$ cat src/rtl/ifetch_if.sv
// Bundle of the instruction-memory bus, the redirect port from execute and the
// decode handoff. The fetch stage uses the master view, its environment
// (memory, execute, decode) uses the slave view.
interface ifetch_if #(
  parameter int n = 32
);
  logic         imem_req;
  logic [n-1:0] imem_addr;
  logic         imem_gnt;
  logic         imem_rvalid;
  logic [n-1:0] imem_rdata;

  logic         redirect_valid;
  logic [n-1:0] redirect_pc;

  logic         id_valid;
  logic         id_ready;
  logic [n-1:0] id_instr;
  logic [n-1:0] id_pc;
  logic [2:0]   id_imm_sel;

  modport master (
    output imem_req,
    output imem_addr,
    input  imem_gnt,
    input  imem_rvalid,
    input  imem_rdata,
    input  redirect_valid,
    input  redirect_pc,
    output id_valid,
    input  id_ready,
    output id_instr,
    output id_pc,
    output id_imm_sel
  );

  modport slave (
    input  imem_req,
    input  imem_addr,
    output imem_gnt,
    output imem_rvalid,
    output imem_rdata,
    output redirect_valid,
    output redirect_pc,
    input  id_valid,
    output id_ready,
    input  id_instr,
    input  id_pc,
    input  id_imm_sel
  );
endinterface

$ cat src/rtl/ifetch.sv
// Instruction fetch stage of the KLP32 core.
// Holds the PC, issues word fetches under req/gnt with in-order rvalid
// responses, and queues returned words in a 2-entry FIFO toward decode.
// Requests are only issued when a FIFO slot is guaranteed for the response
// (outstanding + buffered - leaving < 2), so the FIFO can never overflow.
// A redirect flushes the FIFO and marks every still-outstanding response
// for discard through the kill counter.
module ifetch #(
  parameter int           n        = 32,
  parameter logic [n-1:0] RESET_PC = '0
) (
  input logic      clk,
  input logic      rst_n,
  ifetch_if.master bus
);

  typedef struct packed {
    logic [n-1:0] instr;
    logic [n-1:0] pc;
  } entry_t;

  logic [n-1:0] pc;
  logic [1:0]   out_cnt;
  logic [1:0]   kill;
  logic [1:0]   occ;
  entry_t       fifo_q [2];
  logic [n-1:0] addr_q [2];

  logic         pop;
  logic         resp;
  logic         drop;
  logic         push;
  logic         req;
  logic         grant;
  logic [2:0]   credit_sum;
  logic [1:0]   out_next;
  logic         fifo_wr_idx;
  logic         addr_wr_idx;
  logic [n-1:0] redirect_target;
  logic [2:0]   imm_sel;

  // Handshake decode: credit check, response classification and write slots.
  always_comb begin
    pop        = (occ != 2'd0) & bus.id_ready;
    resp       = bus.imem_rvalid & (out_cnt != 2'd0);
    drop       = resp & (kill != 2'd0);
    push       = resp & (kill == 2'd0) & ~bus.redirect_valid;
    credit_sum = {1'b0, out_cnt} + {1'b0, occ} - {2'b00, pop};
    req        = rst_n & ~bus.redirect_valid & (credit_sum < 3'd2);
    grant      = req & bus.imem_gnt;
    out_next   = out_cnt + {1'b0, grant} - {1'b0, resp};
    // Slot for an incoming word once any same-cycle pop has shifted the FIFO.
    fifo_wr_idx = (occ == 2'd2) | ((occ == 2'd1) & ~pop);
    // Slot for a newly granted address once any same-cycle response has shifted.
    addr_wr_idx = (out_cnt == 2'd2) | ((out_cnt == 2'd1) & ~resp);
    redirect_target = bus.redirect_pc & ~n'(32'd3);
  end

  // PC, outstanding-request count and discard count.
  always_ff @(posedge clk or negedge rst_n) begin
    if (!rst_n) begin
      pc      <= RESET_PC;
      out_cnt <= 2'd0;
      kill    <= 2'd0;
    end else begin
      out_cnt <= out_next;
      if (bus.redirect_valid) begin
        pc   <= redirect_target;
        kill <= out_next;
      end else begin
        if (grant) begin
          pc <= pc + n'(32'd4);
        end
        if (drop) begin
          kill <= kill - 2'd1;
        end
      end
    end
  end

  // In-flight fetch addresses, head is the address of the next response.
  always_ff @(posedge clk or negedge rst_n) begin
    if (!rst_n) begin
      addr_q[0] <= '0;
      addr_q[1] <= '0;
    end else begin
      if (resp) begin
        addr_q[0] <= addr_q[1];
      end
      if (grant) begin
        addr_q[addr_wr_idx] <= pc;
      end
    end
  end

  // Instruction FIFO toward decode; head lives in entry 0.
  always_ff @(posedge clk or negedge rst_n) begin
    if (!rst_n) begin
      occ       <= 2'd0;
      fifo_q[0] <= '0;
      fifo_q[1] <= '0;
    end else if (bus.redirect_valid) begin
      occ <= 2'd0;
    end else begin
      if (pop) begin
        fifo_q[0] <= fifo_q[1];
      end
      if (push) begin
        fifo_q[fifo_wr_idx] <= '{instr: bus.imem_rdata, pc: addr_q[0]};
      end
      occ <= occ + {1'b0, push} - {1'b0, pop};
    end
  end

  // Immediate format for immgen, decoded from the head opcode.
  always_comb begin
    imm_sel = 3'b000;
    case (fifo_q[0].instr[6:0])
      7'b0010011, 7'b0000011, 7'b1100111: imm_sel = 3'b000;
      7'b0100011:                         imm_sel = 3'b001;
      7'b1100011:                         imm_sel = 3'b010;
      7'b0110111, 7'b0010111:             imm_sel = 3'b011;
      7'b1101111:                         imm_sel = 3'b100;
      default:                            imm_sel = 3'b000;
    endcase
  end

  assign bus.imem_req   = req;
  assign bus.imem_addr  = pc;
  assign bus.id_valid   = (occ != 2'd0);
  assign bus.id_instr   = fifo_q[0].instr;
  assign bus.id_pc      = fifo_q[0].pc;
  assign bus.id_imm_sel = imm_sel;

endmodule
$ cat src/flat_wrapper.sv
// flat-port wrapper written by rule: the top's interface ports become plain ports
module ifetch_flat 
#(
  parameter int           n        = 32,
  parameter logic [n-1:0] RESET_PC = '0
)
  (clk, rst_n, bus_imem_req, bus_imem_addr, bus_imem_gnt, bus_imem_rvalid, bus_imem_rdata, bus_redirect_valid, bus_redirect_pc, bus_id_valid, bus_id_ready, bus_id_instr, bus_id_pc, bus_id_imm_sel);
  ifetch_if #(.n(n)) bus_i ();
  input logic clk;
  input logic rst_n;
  output wire logic [$bits(bus_i.imem_req)-1:0] bus_imem_req;
  output wire logic [$bits(bus_i.imem_addr)-1:0] bus_imem_addr;
  input wire logic [$bits(bus_i.imem_gnt)-1:0] bus_imem_gnt;
  input wire logic [$bits(bus_i.imem_rvalid)-1:0] bus_imem_rvalid;
  input wire logic [$bits(bus_i.imem_rdata)-1:0] bus_imem_rdata;
  input wire logic [$bits(bus_i.redirect_valid)-1:0] bus_redirect_valid;
  input wire logic [$bits(bus_i.redirect_pc)-1:0] bus_redirect_pc;
  output wire logic [$bits(bus_i.id_valid)-1:0] bus_id_valid;
  input wire logic [$bits(bus_i.id_ready)-1:0] bus_id_ready;
  output wire logic [$bits(bus_i.id_instr)-1:0] bus_id_instr;
  output wire logic [$bits(bus_i.id_pc)-1:0] bus_id_pc;
  output wire logic [$bits(bus_i.id_imm_sel)-1:0] bus_id_imm_sel;
  assign bus_imem_req = bus_i.imem_req;
  assign bus_imem_addr = bus_i.imem_addr;
  assign bus_i.imem_gnt = bus_imem_gnt;
  assign bus_i.imem_rvalid = bus_imem_rvalid;
  assign bus_i.imem_rdata = bus_imem_rdata;
  assign bus_i.redirect_valid = bus_redirect_valid;
  assign bus_i.redirect_pc = bus_redirect_pc;
  assign bus_id_valid = bus_i.id_valid;
  assign bus_i.id_ready = bus_id_ready;
  assign bus_id_instr = bus_i.id_instr;
  assign bus_id_pc = bus_i.id_pc;
  assign bus_id_imm_sel = bus_i.id_imm_sel;
  ifetch #(.n(n), .RESET_PC(RESET_PC)) u_core (.clk(clk), .rst_n(rst_n), .bus(bus_i));
endmodule
$ cat config.mk
export PLATFORM = sky130hd
export DESIGN_NAME = ifetch_flat
export DESIGN_NICKNAME = d
export VERILOG_FILES = /design/src/rtl/ifetch_if.sv /design/src/rtl/ifetch.sv /design/src/flat_wrapper.sv
export SDC_FILE = /design/constraint.sdc
export NUM_CORES = 1
export LEC_CHECK = 0
export ABC_AREA = 1
export BUFFER_PORTS_ARGS = -buffer_cell sky130_fd_sc_hd__buf_2
export CORE_AREA = 8 8 172 174
export CTS_CLUSTER_SIZE = 16
export DETAILED_ROUTE_END_ITERATION = 6
export DIE_AREA = 0 0 180 182
export GPL_ROUTABILITY_DRIVEN = 0
export PLACE_DENSITY = 0.72
export SLEW_MARGIN = 20
export SYNTH_ARGS = -nofsm -noshare
export SYNTH_HDL_FRONTEND = slang
export SYNTH_SLANG_ARGS = --single-unit
$ cat constraint.sdc
create_clock -name clk -period 3.8 [get_ports clk]
set_input_delay 0.38 -clock clk [delete_from_list [all_inputs] [get_ports clk]]
set_output_delay 0.38 -clock clk [all_outputs]
set_load 0.005 [all_outputs]
==> results of run 1 <==
worst min-delay path by stage:
stage | to | cells past startpoint
floorplan | u_core.addr_q[10] | 0
global placement | u_core.bus.id_instr[24] | 1
detailed placement | u_core.bus.id_instr[24] | 1
CTS | u_core.bus.imem_addr[10] | 3
global route | u_core.bus.imem_addr[6] | 3
finish | u_core.bus.imem_addr[10] | 3
registers in the layout (all words and copies together), names as in the netlist:
register	count
u_core.kill	2
u_core.bus.imem_addr	30
u_core.occ	2
u_core.addr_q	62
u_core.bus.id_pc	32
u_core.out_cnt	2
u_core.bus.id_instr	32
u_core.fifo_q	64
placed cells by master, fill, tap and decap left out, types with 13 or more instances in the layout:
cell       count
a21oi_1       48
buf_2        164
buf_4         14
clkbuf_16     27
dfrtp_1      226
inv_1        195
nand2_1      779
nand3_1       48
nor2_1       105
o21ai_0      111
o21ai_1       26
xor2_1        13
report_power, final:
part	internal (mW)	total [mW]	switching [mW]
logic	1.06	2.83	1.77
registers	3.18	3.73	0.545
clock network	1.41	2.41	0.997
repair_timing:
item / in CTS / in global routing
buffers inserted: 0 / 0
endpoints found under the setup margin: 0 / 0
hold buffers: 1 / 0
hold endpoints to repair: 58 / 0
metrics by stage:
step	area, um^2	util [%]	setup slack [ps]	std cells
final	13600	51.0	668	2164
after floorplan	12200	-	1130	1738
after global placement	12800	47.9	755	2117
after detailed placement	12800	47.9	669	2117
after CTS	13600	51.0	635	2164
after global routing	13600	51.0	273	2164
cells by family after synthesis:
kind of cell | count (synthesis) | share of synthesized area, %
flops | 226 | 46.3
simple gates | 950 | 30.2
buf+inv | 341 | 13.2
compound gates | 197 | 8.41
xor+xnor | 15 | 1.08
fa+ha+maj | 7 | 0.778
other cells | 1 | 0.0307
routing by layer:
| layer | share of wire, % | track usage (%) | up-vias |
|---|---|---|---|
| met1 | 47 | 26.0 | 4900 |
| met3 | 6.2 | 3.71 | 48 |
| li1 | - | - | 5344 |
| met2 | 45 | 29.7 | 331 |
| met4 | 2.3 | 5.47 | 0 |
| met5 | 0 | 0 | - |
worst min-delay path, stage by stage:
cell and delay (ps):
buf_2 70, nand2_1 40, o211ai_1 80
layout make-up:
class / count / share of cell area (%)
inverter: 199 / 5.50
multi-input combinational: 1171 / 36.5
clock buffer: 37 / 5.69
sequential: 226 / 41.6
timing repair buffer: 181 / 7.14
tap: 341 / 3.14
clock inverter: 9 / 0.387
==> impl_metrics.ini, run 1 <==
[power]
power_density_nw_per_um2 = 660
leakagePower_nw = 7.54
peakVddDrop_mv = 0.287
power.total_mw = 8.97

[layout]
regArea_um2 = 5660
n_antenna_cell = 0
fin_nets = 1882
drive_gt1_share_pct = 13.0
multi_input_area_um2 = 4970
syn2layout_area_growth_pct = 11.3
fillers = 2578

[sta]
final-setup-viol-count = 0
finalCritPeriodShare_pct = 82.4
whs_ps = 81.4
relSlewSlack_pct = 31.9
timing.fmax_ghz = 0.319
hold_viol = 0
worstMarginPinSlew_ps = 1020
setup_tns_ps = 0
finalMaxSlewViolations = 0
rsz0062_at_grt = no
skew_ps = 15.9
fin_crit_ps = 3130

[clocking]
clockRootBuffer = clkbuf_16
cts_buffers = 26
clk_pin_slew_ps = 60
insertion_delay_ps = 530
h-tree-depth = 1
clockBufferDepth = 3
cts_tree = built
cts_sinks = 226
cts_resized = 0

[worst_setup_path]
path_class = register to register
cp-startpoint = u_core.occ[0]
crit_end = u_core.addr_q[56]
worstSetupPathDepth = 14
cp_cell_sequence = inv_1 > nand2_1 > nand2_2 > buf_4 > nor2_1 > o21ai_0 > fa_1 > nand3_2 > nor2_4 > nand2_4 > nor2_4 > buf_4 > nor2_1 > a21oi_1
cp_slowest_cell = fa_1
r2r_cells = 14
worstPathMaxFanout = 60
setup.worst_path.start_class = register
path_buf_inv = 3
crit_arrival_ps = 3570
cp.required_ps = 4240
crit_path_end_kind = register
regToRegSetupSlack_ps = 670
crit_path_max_incr_delay_ps = 530
timing.rr.start = u_core.occ[0]
path_delay_family = simple AND/OR/NAND/NOR gates
worst_r2r_endpoint = u_core.addr_q[56]

[route]
firstDrtPassIters = 5
totalWireLength_um = 31100
drtAntennaViolNets = 0
vias_per_cell = 4.91
vias = 10600
wire_per_inst_um = 14.4
drc = 0
drtIter0Drc = 809

[logic_synthesis]
seq_area_frac_synth_pct = 46.3
netlist_top_cells_count = nand2_1 (780), dfrtp_1 (226), inv_1 (196), o21ai_0 (111), nor2_1 (105)
ys.flop_type = dfrtp_1
synth_cell_type_count = 35
synth_most_common_cell = nand2_1
yosysWarnings = 0
netlist.area_leader.share_pct = 46.3
synth-edff-count = 0
yosys_register_bits = 226
yosys.area.top_type = dfrtp_1
async_flop_share_pct = 100
netlist_area_um2 = 12200
synth_area_leaders = dfrtp_1 (46%), nand2_1 (24%), inv_1 (6.0%), o21ai_0 (4.5%), buf_4 (4.3%)
netlist_instances = 1737
avgSynthCellArea_um2 = 7.04

[status]
outcome = finished, final reports clean

[floorplanning]
die_w_um = 180
ios = 171
core_um2 = 26700
die_h_um = 182
start_util_pct = 45.9
row_count = 60
die_area_um2 = 32800

[global_route]
grt_pass1_vias = 10300
grt_max_degree = 169
grt.overflow.total = 0
grt_usage_pct = 18.9
grt_antenna_before_repair = 0
grt_pass1_wl_um = 52100

[placement]
port_buffers = 166
dp_hpwl_um = 20300

[worst_hold_path]
hp-class = input port to register
min_from = bus_redirect_pc[10]

[job]
drv_cap = 0
No activity file was read; power rests on OpenSTA's default activity.
==> inputs of run 2 (changes only) <==
--- a/config.mk
+++ b/config.mk
@@ -12,7 +12,7 @@
 export DETAILED_ROUTE_END_ITERATION = 6
 export DIE_AREA = 0 0 180 182
 export GPL_ROUTABILITY_DRIVEN = 0
-export PLACE_DENSITY = 0.72
+export PLACE_DENSITY = 0.74
 export SLEW_MARGIN = 20
 export SYNTH_ARGS = -nofsm -noshare
 export SYNTH_HDL_FRONTEND = slang
==> constraint.sdc (replaced) <==
create_clock -name clk -period 2.63 [get_ports clk]
set_input_delay 0.263 -clock clk [delete_from_list [all_inputs] [get_ports clk]]
set_output_delay 0.263 -clock clk [all_outputs]
set_load 0.005 [all_outputs]
==> run 2 against run 1 <==
First-iteration DRC count increased by 10%. Register-to-register slack got worse by 600 ps. Core utilization is 2.3 points higher. Worst hold slack lost 66 ps. Clock power rose by 60%. Maximum frequency rose by 22%. Critical endpoint is now u_core.addr_q[60]. Highest routed layer unchanged.
==> impl_metrics.ini, run 2 (synthesis gave the netlist of run 1 again) <==
[worst_setup_path]
cp_slowest_cell = fa_1
crit_path_max_incr_delay_ps = 570
setup.worst_path.start_class = register
crit_path_end_kind = register
cpMostUsedCell = nor2_4
r2r_cells = 12
path_class = register to register
worstPathMaxFanout = 13
crit_arrival_ps = 2990
cp.required_ps = 3070
cp_cell_sequence = inv_2 > buf_6 > ha_4 > fa_1 > nand3_2 > nor2_4 > nand2_4 > nor2_4 > buf_12 > clkbuf_16 > nor2_1 > a21oi_1

[power]
power.total_mw = 13.6
leakagePower_nw = 7.81
power_density_nw_per_um2 = 960
peakVddDrop_mv = 0.519

[clocking]
cts_buffers = 25
h-tree-depth = 1
clk_pin_slew_ps = 60
cts_tree = built
cts_sinks = 226
clockRootBuffer = clkbuf_16
insertion_delay_ps = 520
clockBufferDepth = 3

[sta]
hold_viol = 0
worstMarginPinSlew_ps = 937
timing.fmax_ghz = 0.391
whs_ps = 15.5
rsz0062_at_grt = yes
finalMaxSlewViolations = 0
finalCritPeriodShare_pct = 97.3
final-setup-viol-count = 0
setup_tns_ps = 0
fin_crit_ps = 2560
relSlewSlack_pct = 37.5
skew_ps = 9.33

[global_route]
grt_pass1_vias = 10500
grt.overflow.total = 0
grt_usage_pct = 19.3
grt_max_degree = 154
grt_pass1_wl_um = 53300
grt_antenna_before_repair = 0

[route]
totalWireLength_um = 32800
firstDrtPassIters = 5
drc = 0
wire_per_inst_um = 14.9
vias_per_cell = 4.98
drtAntennaViolNets = 0
vias = 11000
drtIter0Drc = 893

[layout]
n_antenna_cell = 0
fin_util_pct = 53.3
largest-register = u_core.fifo_q
final_cells = 2201
fin_nets = 1919
final_common_cell = nand2_1
largest_reg_flops = 64
final_cell_mix = nand2_1 (778), dfrtp_1 (226), inv_1 (193)
top_regs = u_core.fifo_q (64), u_core.addr_q (62)
drive_gt1_share_pct = 14.2
syn2layout_area_growth_pct = 16.2

[worst_hold_path]
hp-class = input port to register
whs_path_depth = 3

[status]
outcome = finished, final reports clean

[job]
drv_cap = 0

[floorplanning]
core_um2 = 26700
die_h_um = 182
row_count = 60
die_area_um2 = 32800
die_w_um = 180
start_util_pct = 45.9
ios = 171

[placement]
dp.cells = 2123
port_buffers = 166
dp_hpwl_um = 20800
-- run 2: cell types whose count changed in the layout (fill, tap and decap cells not counted), moves of 2 or more --
| cell | delta |
|---|---|
| bufinv_16 | +5 |
| buf_6 | +6 |
| inv_2 | +2 |
| dlygate4sd3_1 | +18 |
| clkinv_2 | -2 |
| nand2_4 | +2 |
| buf_4 | +5 |
| buf_12 | +7 |
| inv_1 | -2 |
| clkbuf_1 | -2 |
-- run 2: cell type report --
type	instances	area (um^2)
Sequential cell	226	5660
Clock buffer	33	716
Inverter	199	751
Multi-Input combinational cell	1171	5000
Timing Repair Buffer	219	1470
Fill cell	2509	12400
Tap cell	341	427
Clock inverter	12	191
-- run 2: timing repair --
item / 4_1_cts / 5_1_grt
resized for setup: 5 / 8
endpoints found under the setup margin: 15 / 82
hold endpoints to repair: 171 / 0
hold buffers: 19 / 0
buffers inserted: 1 / 8
pin swaps: 2 / 8
cloned: 0 / 5
-- run 2: through the flow --
step / area, um^2 / setup slack, ps
after floorplan: 12200 / 5.16
after global placement: 12900 / 11.8
after detailed placement: 12900 / -60.2
after CTS: 14000 / 11.3
after global routing: 14200 / -53.9
final: 14200 / 71.6
-- run 2: per-layer routing --
metal  vias up  wire length, um  global-route usage, %
met2       372            15000                   30.6
li1       5426                -                      -
met3        42             2380                   3.81
met4         0              684                   5.64
met5         -                0                      0
met1      5112            14700                   26.5
-- run 2: worst max-delay path, delay by kind of cell, from the launching register on --
kind                       cells  cell delay, ps
buffers and inverters          4             540
and+or+nand+nor                5             620
adders and majority gates      2             770
DFF                            1             400
AOI/OAI and AO/OA              1             140
-- run 2: report_power, final --
part           leakage (nW)  internal (mW)  total [mW]  switching, mW
Combinational          4.46           1.71        4.39           2.68
Clock                 0.448           2.40        3.85           1.45
Sequential             2.90           4.60        5.39          0.792
Total                  7.81           8.71        13.6           4.92
-- run 2: path summary, 6_finish.rpt --
path                                                 to                from  slack [ps]
min in group asynchronous                 u_core.occ[0]               rst_n         530
worst min register to register        u_core.fifo_q[53]   u_core.fifo_q[53]         470
worst min-delay path            u_core.bus.imem_addr[7]  bus_redirect_pc[7]          20
worst max-delay path                  u_core.addr_q[60]       u_core.occ[1]          70
max in group asynchronous             u_core.fifo_q[35]               rst_n        1380
worst max register to register        u_core.addr_q[60]       u_core.occ[1]          70
==> inputs of run 3 (changes only) <==
--- a/config.mk
+++ b/config.mk
@@ -5,14 +5,13 @@
 export SDC_FILE = /design/constraint.sdc
 export NUM_CORES = 1
 export LEC_CHECK = 0
-export ABC_AREA = 1
 export BUFFER_PORTS_ARGS = -buffer_cell sky130_fd_sc_hd__buf_2
-export CORE_AREA = 8 8 172 174
+export CORE_AREA = 8 8 160 162
 export CTS_CLUSTER_SIZE = 16
 export DETAILED_ROUTE_END_ITERATION = 6
-export DIE_AREA = 0 0 180 182
+export DIE_AREA = 0 0 168 170
 export GPL_ROUTABILITY_DRIVEN = 0
-export PLACE_DENSITY = 0.74
+export PLACE_DENSITY = 0.75
 export SLEW_MARGIN = 20
 export SYNTH_ARGS = -nofsm -noshare
 export SYNTH_HDL_FRONTEND = slang
==> run 3 against run 2 <==
Cell area down 9.3%. Combinational power fell by 19%. Clock skew rose by 0.62 ps. Clock-buffer cell count increased by 5. Synthesized cell count fell by 44%. Flip-flop and latch count unchanged. First-iteration DRC count fell by 33%. The flow now finishes with violations (DRC, hold timing, setup timing). Clock power fell by 10%. Critical path depth is 4 lower. Largest cell class unchanged. Global-route usage decreased by 1.5 points.
==> impl_metrics.ini, run 3 <==
[layout]
fin_nets = 1207
top_regs = u_core.fifo_q (64), u_core.addr_q (62)
syn2layout_area_growth_pct = 23.6
final_common_cell = dfrtp_1
largest-register = u_core.fifo_q
drive_gt1_share_pct = 31.5
final_area_um2 = 12900
final_cell_mix = dfrtp_1 (226), nand2_1 (177), buf_2 (165)
largest_reg_flops = 64

[sta]
fin_ws_ps = -41.0
finalMaxSlewViolations = 0
worstMarginPinSlew_ps = 986
skew_ps = 9.96
whs_ps = -3.38
finalCritPeriodShare_pct = 102
fin_crit_ps = 2670
rsz0062_at_grt = yes
timing.fmax_ghz = 0.374
relSlewSlack_pct = 34.2
hold_viol = 1
final-setup-viol-count = 14

[floorplanning]
core_um2 = 23100
start_util_pct = 45.2
die_area_um2 = 28600
die_w_um = 168
row_count = 56
ios = 171
die_h_um = 170

[clocking]
cts_sinks = 226
insertion_delay_ps = 510
clk_pin_slew_ps = 60
clockBufferDepth = 3
cts_buffers = 25
h-tree-depth = 1
clockRootBuffer = clkbuf_16
cts_tree = built

[worst_setup_path]
timing.rr.start = u_core.occ[1]
cp_cell_sequence = inv_2 > ha_4 > fa_2 > nand4b_1 > or2_4 > nor2_4 > buf_12 > mux2_2
path_buf_inv = 2
cp.required_ps = 3020
regToRegSetupSlack_ps = -40
crit_path_end_kind = register
crit_path_max_incr_delay_ps = 570
crit_arrival_ps = 3060
worstPathMaxFanout = 16
r2r_cells = 8
cp-startpoint = u_core.occ[1]
path_delay_family = adder cells
path_class = register to register
worst_r2r_endpoint = u_core.addr_q[6]
cp_slowest_cell = fa_2
setup.worst_path.start_class = register

[logic_synthesis]
synth-edff-count = 0
avgSynthCellArea_um2 = 10.8
synth_most_common_cell = dfrtp_1
yosysWarnings = 0
async_flop_share_pct = 100
seq_area_frac_synth_pct = 54.2
synth_area_leaders = dfrtp_1 (54%), mux2_2 (10%), nand2_1 (6.4%), buf_4 (5.0%), a22oi_1 (4.0%)
synth_cell_type_count = 53
netlist_instances = 968
netlist.area_leader.share_pct = 54.2
yosys.area.top_type = dfrtp_1
netlist_area_um2 = 10400
netlist_top_cells_count = dfrtp_1 (226), nand2_1 (178), mux2_2 (94), buf_4 (70), a22oi_1 (55)
yosys_register_bits = 226
ys.flop_type = dfrtp_1

[global_route]
grt.overflow.total = 0
grt_max_degree = 181
grt_pass1_wl_um = 42300
grt_pass1_vias = 8069
grt_usage_pct = 17.9
grt_antenna_before_repair = 2

[status]
violations = DRC, hold timing, setup timing
outcome = finished, violations left

[placement]
port_buffers = 166
dpl-instance-area_um2 = 11200
dp_hpwl_um = 16200
post-place-ws_ps = -168

[power]
power_density_nw_per_um2 = 962
peakVddDrop_mv = 0.414
power.total_mw = 12.4
leakagePower_nw = 6.42

[route]
totalWireLength_um = 26700
vias_per_cell = 5.47
drc = 6
drtAntennaViolNets = 0
firstDrtPassIters = 7
drtIter0Drc = 599
vias = 7859
wire_per_inst_um = 18.6

[worst_hold_path]
min_from = bus_redirect_pc[18]
holdPathEnd = u_core.bus.imem_addr[18]
hp-class = input port to register
whs_path_depth = 3

[job]
drv_cap = 0
run 3: cell families after synthesis:
kind of cell / after synthesis / share of synthesized area, %
buffers and inverters: 146 / 7.95
AOI/OAI and AO/OA: 169 / 10.5
muxes: 128 / 13.4
and+or+nand+nor: 281 / 12.1
xor gates and xnor gates: 10 / 0.840
other: 1 / 0.0360
DFF: 226 / 54.2
adders and majority gates: 7 / 0.912
run 3: where the power goes:
group	leakage (nW)	total [mW]	switching, mW	internal [mW]
Sequential	2.97	5.37	0.793	4.58
Combinational	3.04	3.57	1.79	1.78
Clock	0.404	3.46	1.36	2.09
run 3: cell type report:
type / count / area (um^2)
antenna: 1 / 2.50
clock buffer: 38 / 764
clock inverter: 6 / 63.8
fill: 1857 / 10200
inverter: 29 / 109
multi-input combinational: 597 / 4160
sequential: 226 / 5660
tap: 290 / 363
timing repair buffer: 251 / 1770
run 3: worst max path at each step:
stage | end | slack (ps) | depth (start not counted)
after CTS | bus_imem_req | 0.8 | 6
after floorplan | u_core.addr_q[11] | 6 | 9
after global placement | u_core.bus.imem_addr[7] | -70 | 9
after detailed placement | u_core.bus.imem_addr[7] | -170 | 9
final | u_core.addr_q[6] | -40 | 8
after global routing | u_core.addr_q[5] | -130 | 8
run 3: what timing repair did:
item,4_1_cts,5_1_grt
setup buffers,1,2
hold buffers,52,0
resized for setup,7,60
pin swaps,1,9
endpoints found under the hold margin,118,0
setup endpoints to repair,16,90
gates cloned,0,4
run 3: routing by layer:
metal  GRT usage [%]  wire (um)  vias to the layer above
met5               0          0                        -
li1                -          -                     3645
met4            4.66        340                        0
met3            3.50       1940                       29
met1            24.8      12000                     3881
met2            28.2      12400                      304
run 3: tightest hold or removal path, cell delays in order:
cell and delay, ps:
buf_2 70, nand2_1 60, o311ai_1 70
run 3: stage by stage:
step,utilization [%],cells,setup TNS [ps]
3_3_place_gp,48.7,1334,-261
6_report,55.9,1438,-245
4_1_cts,54.7,1431,0
5_1_grt,55.9,1438,-3660
3_5_place_dp,48.7,1334,-1340
2_1_floorplan,-,969,0
